`src/rtl/board_rst_seq_pkg.sv`:
```
// rtl/board_rst_seq_pkg.sv - state encodings, default timing and helpers for the board reset sequencer
package board_rst_seq_pkg;

    // Sequencer states; 3-bit encoding, five states
    typedef enum logic [2:0] {
        ST_PLL_RST    = 3'd0,
        ST_WAIT_LOCK  = 3'd1,
        ST_HOLD       = 3'd2,
        ST_REL_PERIPH = 3'd3,
        ST_RUN        = 3'd4
    } rst_state_e;

    // Default timing for a 100 MHz board oscillator
    localparam int DEF_SYNC_STAGES      = 2;
    localparam int DEF_DEBOUNCE_CYC     = 1000000;
    localparam int DEF_PLL_RST_CYC      = 16;
    localparam int DEF_LOCK_TIMEOUT_CYC = 65536;
    localparam int DEF_HOLD_CYC         = 256;

    // lock_retries saturates here rather than wrapping back to zero
    localparam logic [3:0] RETRY_MAX = 4'hF;

    // Largest of three counts, floored at 2 so derived counter widths never collapse to 0
    function automatic int max3_floor2(input int a, input int b, input int c);
        int m;
        m = (a > b) ? a : b;
        m = (m > c) ? m : c;
        return (m < 2) ? 2 : m;
    endfunction

endpackage

```
`src/rtl/board_rst_seq_rst_debounce.sv`:
```
// rtl/board_rst_seq_rst_debounce.sv - synchroniser plus stability counter for one async pad
module rst_debounce
    import board_rst_seq_pkg::*;
#(
    parameter int   SYNC_STAGES  = DEF_SYNC_STAGES,
    parameter int   DEBOUNCE_CYC = DEF_DEBOUNCE_CYC,
    parameter logic INIT         = 1'b1
) (
    input  logic clk,
    input  logic rst_n,
    input  logic din,
    output logic dout
);

    localparam int CNT_W = $clog2(max3_floor2(DEBOUNCE_CYC, 2, 2));

    logic [SYNC_STAGES-1:0] sync_q, sync_d;
    logic [CNT_W-1:0]       cnt_q, cnt_d;
    logic                   db_q, db_d;
    logic                   sync_s;

    assign sync_s = sync_q[SYNC_STAGES-1];
    assign dout   = db_q;

    // Shift the pad through the synchroniser; the debounced level only follows after
    // DEBOUNCE_CYC consecutive cycles of disagreement, any agreement restarts the count
    always_comb begin
        sync_d = {sync_q[SYNC_STAGES-2:0], din};
        cnt_d  = cnt_q;
        db_d   = db_q;
        if (sync_s == db_q) begin
            cnt_d = '0;
        end else if (cnt_q == CNT_W'(DEBOUNCE_CYC - 1)) begin
            db_d  = sync_s;
            cnt_d = '0;
        end else begin
            cnt_d = cnt_q + CNT_W'(1);
        end
    end

    // State registers; reset parks the pad at its inactive level
    always_ff @(posedge clk or negedge rst_n) begin
        if (!rst_n) begin
            sync_q <= {SYNC_STAGES{INIT}};
            cnt_q  <= '0;
            db_q   <= INIT;
        end else begin
            sync_q <= sync_d;
            cnt_q  <= cnt_d;
            db_q   <= db_d;
        end
    end

endmodule

```
`src/rtl/board_rst_seq.sv`:
```
// rtl/board_rst_seq.sv - board reset / MMCM bring-up sequencer with staged reset release
module board_rst_seq
    import board_rst_seq_pkg::*;
#(
    parameter int SYNC_STAGES      = DEF_SYNC_STAGES,
    parameter int DEBOUNCE_CYC     = DEF_DEBOUNCE_CYC,
    parameter int PLL_RST_CYC      = DEF_PLL_RST_CYC,
    parameter int LOCK_TIMEOUT_CYC = DEF_LOCK_TIMEOUT_CYC,
    parameter int HOLD_CYC         = DEF_HOLD_CYC
) (
    input  logic       clk,
    input  logic       rst_n,
    input  logic       btn_rst_n,
    input  logic       pll_locked,
    input  logic       wakeup_n,
    output logic       pll_rst,
    output logic       periph_rst,
    output logic       soc_erst_n,
    output logic       sys_ready,
    output logic [3:0] lock_retries,
    output logic       wakeup_db_n,
    output logic       wake_pulse
);

    localparam int CNT_W = $clog2(max3_floor2(PLL_RST_CYC, LOCK_TIMEOUT_CYC, HOLD_CYC));

    rst_state_e             state_q, state_d;
    logic [CNT_W-1:0]       cnt_q, cnt_d;
    logic [3:0]             retries_q, retries_d;
    logic [SYNC_STAGES-1:0] locked_sync_q, locked_sync_d;
    logic                   pll_rst_q, pll_rst_d;
    logic                   periph_rst_q, periph_rst_d;
    logic                   soc_erst_n_q, soc_erst_n_d;
    logic                   sys_ready_q, sys_ready_d;
    logic                   wake_prev_q, wake_prev_d;
    logic                   wake_pulse_q, wake_pulse_d;
    logic                   btn_db;
    logic                   wake_db;
    logic                   locked_s;

    // Reset button: low means pressed, so it idles high
    rst_debounce #(
        .SYNC_STAGES  (SYNC_STAGES),
        .DEBOUNCE_CYC (DEBOUNCE_CYC),
        .INIT         (1'b1)
    ) u_btn_db (
        .clk   (clk),
        .rst_n (rst_n),
        .din   (btn_rst_n),
        .dout  (btn_db)
    );

    // Wake pad: low means wake, so it idles high
    rst_debounce #(
        .SYNC_STAGES  (SYNC_STAGES),
        .DEBOUNCE_CYC (DEBOUNCE_CYC),
        .INIT         (1'b1)
    ) u_wake_db (
        .clk   (clk),
        .rst_n (rst_n),
        .din   (wakeup_n),
        .dout  (wake_db)
    );

    // MMCM lock is only synchronised: its loss must act fast, not be filtered
    assign locked_s      = locked_sync_q[SYNC_STAGES-1];
    assign locked_sync_d = {locked_sync_q[SYNC_STAGES-2:0], pll_locked};

    // Next state: button beats everything, lock loss beats normal progress after lock
    always_comb begin
        state_d   = state_q;
        retries_d = retries_q;
        cnt_d     = cnt_q + CNT_W'(1);
        if (!btn_db) begin
            state_d = ST_PLL_RST;
        end else begin
            case (state_q)
                ST_PLL_RST: begin
                    if (cnt_q == CNT_W'(PLL_RST_CYC - 1)) state_d = ST_WAIT_LOCK;
                end
                ST_WAIT_LOCK: begin
                    if (locked_s) begin
                        state_d = ST_HOLD;
                    end else if (cnt_q == CNT_W'(LOCK_TIMEOUT_CYC - 1)) begin
                        state_d   = ST_PLL_RST;
                        retries_d = (retries_q == RETRY_MAX) ? RETRY_MAX : retries_q + 4'd1;
                    end
                end
                ST_HOLD: begin
                    if (!locked_s) state_d = ST_PLL_RST;
                    else if (cnt_q == CNT_W'(HOLD_CYC - 1)) state_d = ST_REL_PERIPH;
                end
                ST_REL_PERIPH: begin
                    if (!locked_s) state_d = ST_PLL_RST;
                    else if (cnt_q == CNT_W'(HOLD_CYC - 1)) state_d = ST_RUN;
                end
                ST_RUN: begin
                    if (!locked_s) state_d = ST_PLL_RST;
                end
                default: state_d = ST_PLL_RST;
            endcase
        end
        // Counter restarts on every state change; it is pinned at zero while the
        // button is held and in RUN, where nothing is being timed
        if ((state_d != state_q) || !btn_db || (state_d == ST_RUN)) begin
            cnt_d = '0;
        end
    end

    // Output decode from the next state so every output comes straight off a flop
    always_comb begin
        pll_rst_d    = (state_d == ST_PLL_RST);
        periph_rst_d = (state_d == ST_PLL_RST) || (state_d == ST_WAIT_LOCK) ||
                       (state_d == ST_HOLD);
        soc_erst_n_d = (state_d == ST_RUN);
        sys_ready_d  = (state_d == ST_RUN);
        wake_prev_d  = wake_db;
        wake_pulse_d = wake_prev_q & ~wake_db;
    end

    // Sequencer and output registers; reset holds everything in reset immediately
    always_ff @(posedge clk or negedge rst_n) begin
        if (!rst_n) begin
            state_q       <= ST_PLL_RST;
            cnt_q         <= '0;
            retries_q     <= '0;
            locked_sync_q <= '0;
            pll_rst_q     <= 1'b1;
            periph_rst_q  <= 1'b1;
            soc_erst_n_q  <= 1'b0;
            sys_ready_q   <= 1'b0;
            wake_prev_q   <= 1'b1;
            wake_pulse_q  <= 1'b0;
        end else begin
            state_q       <= state_d;
            cnt_q         <= cnt_d;
            retries_q     <= retries_d;
            locked_sync_q <= locked_sync_d;
            pll_rst_q     <= pll_rst_d;
            periph_rst_q  <= periph_rst_d;
            soc_erst_n_q  <= soc_erst_n_d;
            sys_ready_q   <= sys_ready_d;
            wake_prev_q   <= wake_prev_d;
            wake_pulse_q  <= wake_pulse_d;
        end
    end

    assign pll_rst      = pll_rst_q;
    assign periph_rst   = periph_rst_q;
    assign soc_erst_n   = soc_erst_n_q;
    assign sys_ready    = sys_ready_q;
    assign lock_retries = retries_q;
    assign wakeup_db_n  = wake_db;
    assign wake_pulse   = wake_pulse_q;

endmodule

```
`config.mk`:
```
export PLATFORM = sky130hd
export DESIGN_NAME = board_rst_seq
export DESIGN_NICKNAME = d
export VERILOG_FILES = /design/src/rtl/board_rst_seq_pkg.sv /design/src/rtl/board_rst_seq_rst_debounce.sv /design/src/rtl/board_rst_seq.sv
export SDC_FILE = /design/constraint.sdc
export NUM_CORES = 1
export LEC_CHECK = 0
export BUFFER_PORTS_ARGS = -buffer_cell sky130_fd_sc_hd__buf_4
export CAP_MARGIN = 40
export CELL_PAD_IN_SITES_DETAIL_PLACEMENT = 1
export CELL_PAD_IN_SITES_GLOBAL_PLACEMENT = 2
export CORE_ASPECT_RATIO = 0.5
export CORE_UTILIZATION = 25
export DETAILED_ROUTE_END_ITERATION = 8
export PLACE_DENSITY_LB_ADDON = 0.1
export SLEW_MARGIN = 20
export SYNTH_ARGS = -nofsm -noshare
export SYNTH_HDL_FRONTEND = slang
export SYNTH_SLANG_ARGS = --single-unit
```
`constraint.sdc`:
```
create_clock -name clk -period 3.7 [get_ports clk]
set_input_delay 0.185 -clock clk [delete_from_list [all_inputs] [get_ports clk]]
set_output_delay 0.185 -clock clk [all_outputs]
set_load 0.02 [all_outputs]
```
==> summary.md <==
| Metric | Value |
|---|---|
| PnR worst setup slack | around 1300 ps |
| Yosys Warn Count | 0 |
| Via count | 2581 |
| Vias/cell | between 4 and 5 |
| Static Leakage | 1.758 nW |
| FF-to-FF Start | cnt_q[0]$_DFF_PN0_ |
| Switch share | slightly above 20% |
| CP endpoint kind | register |
| Clock sink count | between 70 and 80 |
| Worst-path clk slew | 60 ps |
| Crit Path Category | register to register |
| WL/cell | 14.04 um |
| Highest routed layer | met4 |
| Synth cell types | between 50 and 60 |
| Skew final | 6.383 ps |
| Core footprint | roughly 0.014 mm2 |
| Slew Viols, Final | 0 |
| CP Data Arrival Time | about 2600 ps |
| Met2 WL | roughly 3.6 mm |
| Setup Buffers After CTS | 0 |
| Power per cell area | approximately 420 mW/mm2 |
| Chip Width | 173.4 um |
| R2R Setup Slk | 1290 ps |
| Setup TNS | 0 ps |
| R2R Path End | cnt_q[1]$_DFF_PN0_ |
| Met3 WL post-DR | roughly 250 um |
| Synth Instances | between 300 and 400 |
| Initial Utilization | between 20% and 30% |
| CTS tree | yes |
| GRT Overall Usage | around an eighth |
| Post-Route M1 WL | just under 4 mm |
| Worst vdd ir | about 0.00018 V |
| PortBufs | 14 |
| CTS resizes | 0 |
| Final Hold Fails | 0 |
| Post-placement cell area | 0.003945 mm2 |
| H-tree depth | 3 |
| Dominant synthesized flop cell | dfrtp_1 |
| Clk pwr share | about half |
| Bufs on Longest Clock Path | 2 |
| Routed Wire Length | ~7.9 mm |
| Layout cells sized above 1 | ~14% |
| Cts hold-fix bufs | 4 |
| Final setup viols | 0 |
| Detailed-placement wirelength estimate | 5.356 mm |
| First-pass GRT wire length | between 10 and 15 mm |
| R2R cell count | 6 |
| Worst Tran Pin Value | between 600 and 700 ps |
| Final instance area | around 0.0043 mm2 |
| Pre-CTS WS | 1273 ps |
| Num CTS Buffers | 9 |
| Placer Congestion | around 0.72 |
| EDFF count, synth | 0 |
| Status | finished, final reports clean |
| Layout Nets | roughly 380 |
| Sequential fraction of the synthesis area | between 50% and 60% |
| Iter 0 DRT Violations | around 130 |
| Site Rows | 30 |
| F_max | between 400 and 500 MHz |
| Max Cap Violations | 0 |
| # diodes | 0 |
| Min Tclk post-route | between 2000 and 2500 ps |
| Post-synthesis net count | 360 |
| Area Growth Syn to Fin | 16.59% |
| Synth top area cells | dfrtp_1 46%, dfstp_2 6.4%, xor2_1 6.4%, xnor2_1 6.0%, nor2_1 5.5% |
| Mapped cell area | about 0.0037 mm2 |
| Logic pwr share | ~2.6% |
| Seq cells post-synth | 76 |
| Worst setup SP type | register |
| Clk_lat worst skew | roughly 330 ps |
| Post-synth ARST share | 100.0% |
| Crit path cell chain | ha_1 -> nand3_2 -> and4bb_4 -> mux2i_1 -> or3_1 -> a21boi_0 |
| Yosys top cell by area | dfrtp_1 |
| Sequential Power Share | between 40 and 50% |
| Initial antenna violation count | 0 |
| Final period utilization | around 65% |
| Cell chosen for the clock root | clkbuf_16 |
| DIE AREA | 0.01521 mm2 |
| Largest net degree at the start of global routing | 54 |
| Crit path required time | a little under 4000 ps |
| Residual DRC | 0 |
| Class of the tightest hold or removal check | input pin to asynchronous set/reset pin |
| Sw Pwr | 0.3681 mW |
| Fillcell total | roughly 1600 |
| Critical-path top delay cell | or3_1 |
| Routed Antenna Nets | 0 |
| Worst-path fanout max | 16 |
| Vias in the first global route | between 2000 and 3000 |
| Unrepaired setup endpoints after global routing | false |
| Worst slew margin | about 54% |
| Slowest cell delay on critical path | ~560 ps |
| Num ports | 15 |
| Int Pwr | ~1.4 mW |
| GRT Residual Overflow | 0 |
| Die Ht | slightly below 90 um |
| Yosys top cell area share | approximately 46% |
| Syn_area_per_cell | between 10 and 15 um2 |
| Pre-antenna DRT Iters | 4 |
[metal layers]
metal	GRT usage [%]	up-vias
met1	14.97	1302
met2	18.88	22
li1	-	1249
met5	0	-
met4	5.149	0
met3	3.559	8
[Yosys cell counts, types with 2 or more instances]
master	number
mux2_2	2
nand4_1	14
nand3_1	23
dfstp_2	9
dfrtp_1	67
nor2b_1	3
ha_1	4
a21oi_1	16
nor3_1	6
clkbuf_1	8
and3_1	12
buf_6	3
nand2_1	17
nor3b_1	2
a21oi_2	2
o21ai_0	2
nor2_1	54
or3_1	3
inv_1	3
xnor2_1	25
or2_2	3
and4_1	5
nand2b_1	3
xor2_1	27
a31oi_1	3
nor4_1	10
[worst max-delay path, delay by kind of cell, from the launching register on]
kind | cells | cell delay, ps
multiplexers | 1 | 270
AO/OA/AOI/OAI | 1 | 190
flip-flops | 1 | 380
AND/OR/NAND/NOR | 3 | 1180
adder cells (fa/ha/maj) | 1 | 230
[flip-flops by register name, indices dropped and copies added, names as in the netlist]
name	cells
u_wake_db.dout	1
u_wake_db.sync_q	2
sys_ready	1
state_q	3
locked_sync_q	2
wake_pulse	1
cnt_q	16
periph_rst	1
u_btn_db.dout	1
u_btn_db.cnt_q	20
lock_retries	4
u_btn_db.sync_q	2
wake_prev_q	1
u_wake_db.cnt_q	20
pll_rst	1
[kinds of logic after synthesis]
family | Yosys count | synth area share, %
adders and majority gates | 4 | 1.362
xor gates and xnor gates | 52 | 12.40
muxes | 4 | 1.192
AOI/OAI and AO/OA | 30 | 4.803
and+or+nand+nor | 168 | 24.90
buffers and inverters | 17 | 3.270
DFF | 76 | 52.08
[metrics by stage]
step / total power, mW / instances / hold slack (ps) / util [%]
5_1_grt: 1.865 / 565 / 350.9 / 30.75
4_1_cts: 1.833 / 565 / 313.2 / 30.75
2_1_floorplan: 0.8789 / 351 / -110.6 / -
3_5_place_dp: 0.9099 / 545 / 131.1 / 28.33
6_report: 1.786 / 565 / 311.0 / 30.75
3_3_place_gp: 0.9046 / 544 / 294.0 / 28.13
[layout by cell type (no fill, tap or decap), drive strengths merged, types with 2 or more instances in the layout]
cell type / n
dlygate4sd3: 4
a31oi: 3
dfrtp: 67
nor3: 7
buf: 16
mux2: 3
nand2: 17
nor2b: 3
o21ai: 3
and3: 12
xnor2: 25
inv: 3
nor4: 10
xor2: 27
or3: 3
nor2: 54
nand4: 15
clkbuf: 15
dfstp: 9
ha: 4
a21oi: 18
nor3b: 2
nand2b: 3
and4: 5
nand3: 24
or2: 3
[final cells by class]
cell class | count | area (um2) | area share (%)
repair buffers | 20 | 180.2 | 4.207
clock buffers | 15 | 267.8 | 6.252
clock inverters | 1 | 30.03 | 0.7011
flip-flops and latches | 76 | 1913 | 44.67
inverters | 3 | 11.26 | 0.2629
well taps | 192 | 240.2 | 5.609
multi-input cells | 258 | 1640 | 38.30
[power by group through the flow]
stage	sequential (mW)	clock [mW]	combinational, mW
after detailed placement	0.864	0	0.0456
after global placement	0.864	0	0.0405
after global routing	0.851	0.960	0.0539
after floorplan	0.862	0	0.0165
after CTS	0.849	0.935	0.0493
final	0.850	0.891	0.0459
[worst max path at each step]
stage                        from                           to  slack [ps]  cells past startpoint
2_1_floorplan  cnt_q[0]$_DFF_PN0_  lock_retries[3]$_DFFE_PN0P_        1660                      6
3_3_place_gp   cnt_q[0]$_DFF_PN0_           cnt_q[1]$_DFF_PN0_        1370                      6
3_5_place_dp   cnt_q[0]$_DFF_PN0_           cnt_q[1]$_DFF_PN0_        1270                      6
4_1_cts        cnt_q[0]$_DFF_PN0_           cnt_q[1]$_DFF_PN0_        1270                      6
5_1_grt        cnt_q[0]$_DFF_PN0_           cnt_q[1]$_DFF_PN0_        1050                      6
6_report       cnt_q[0]$_DFF_PN0_           cnt_q[1]$_DFF_PN0_        1290                      6
Power figures use the tool's default switching activity.
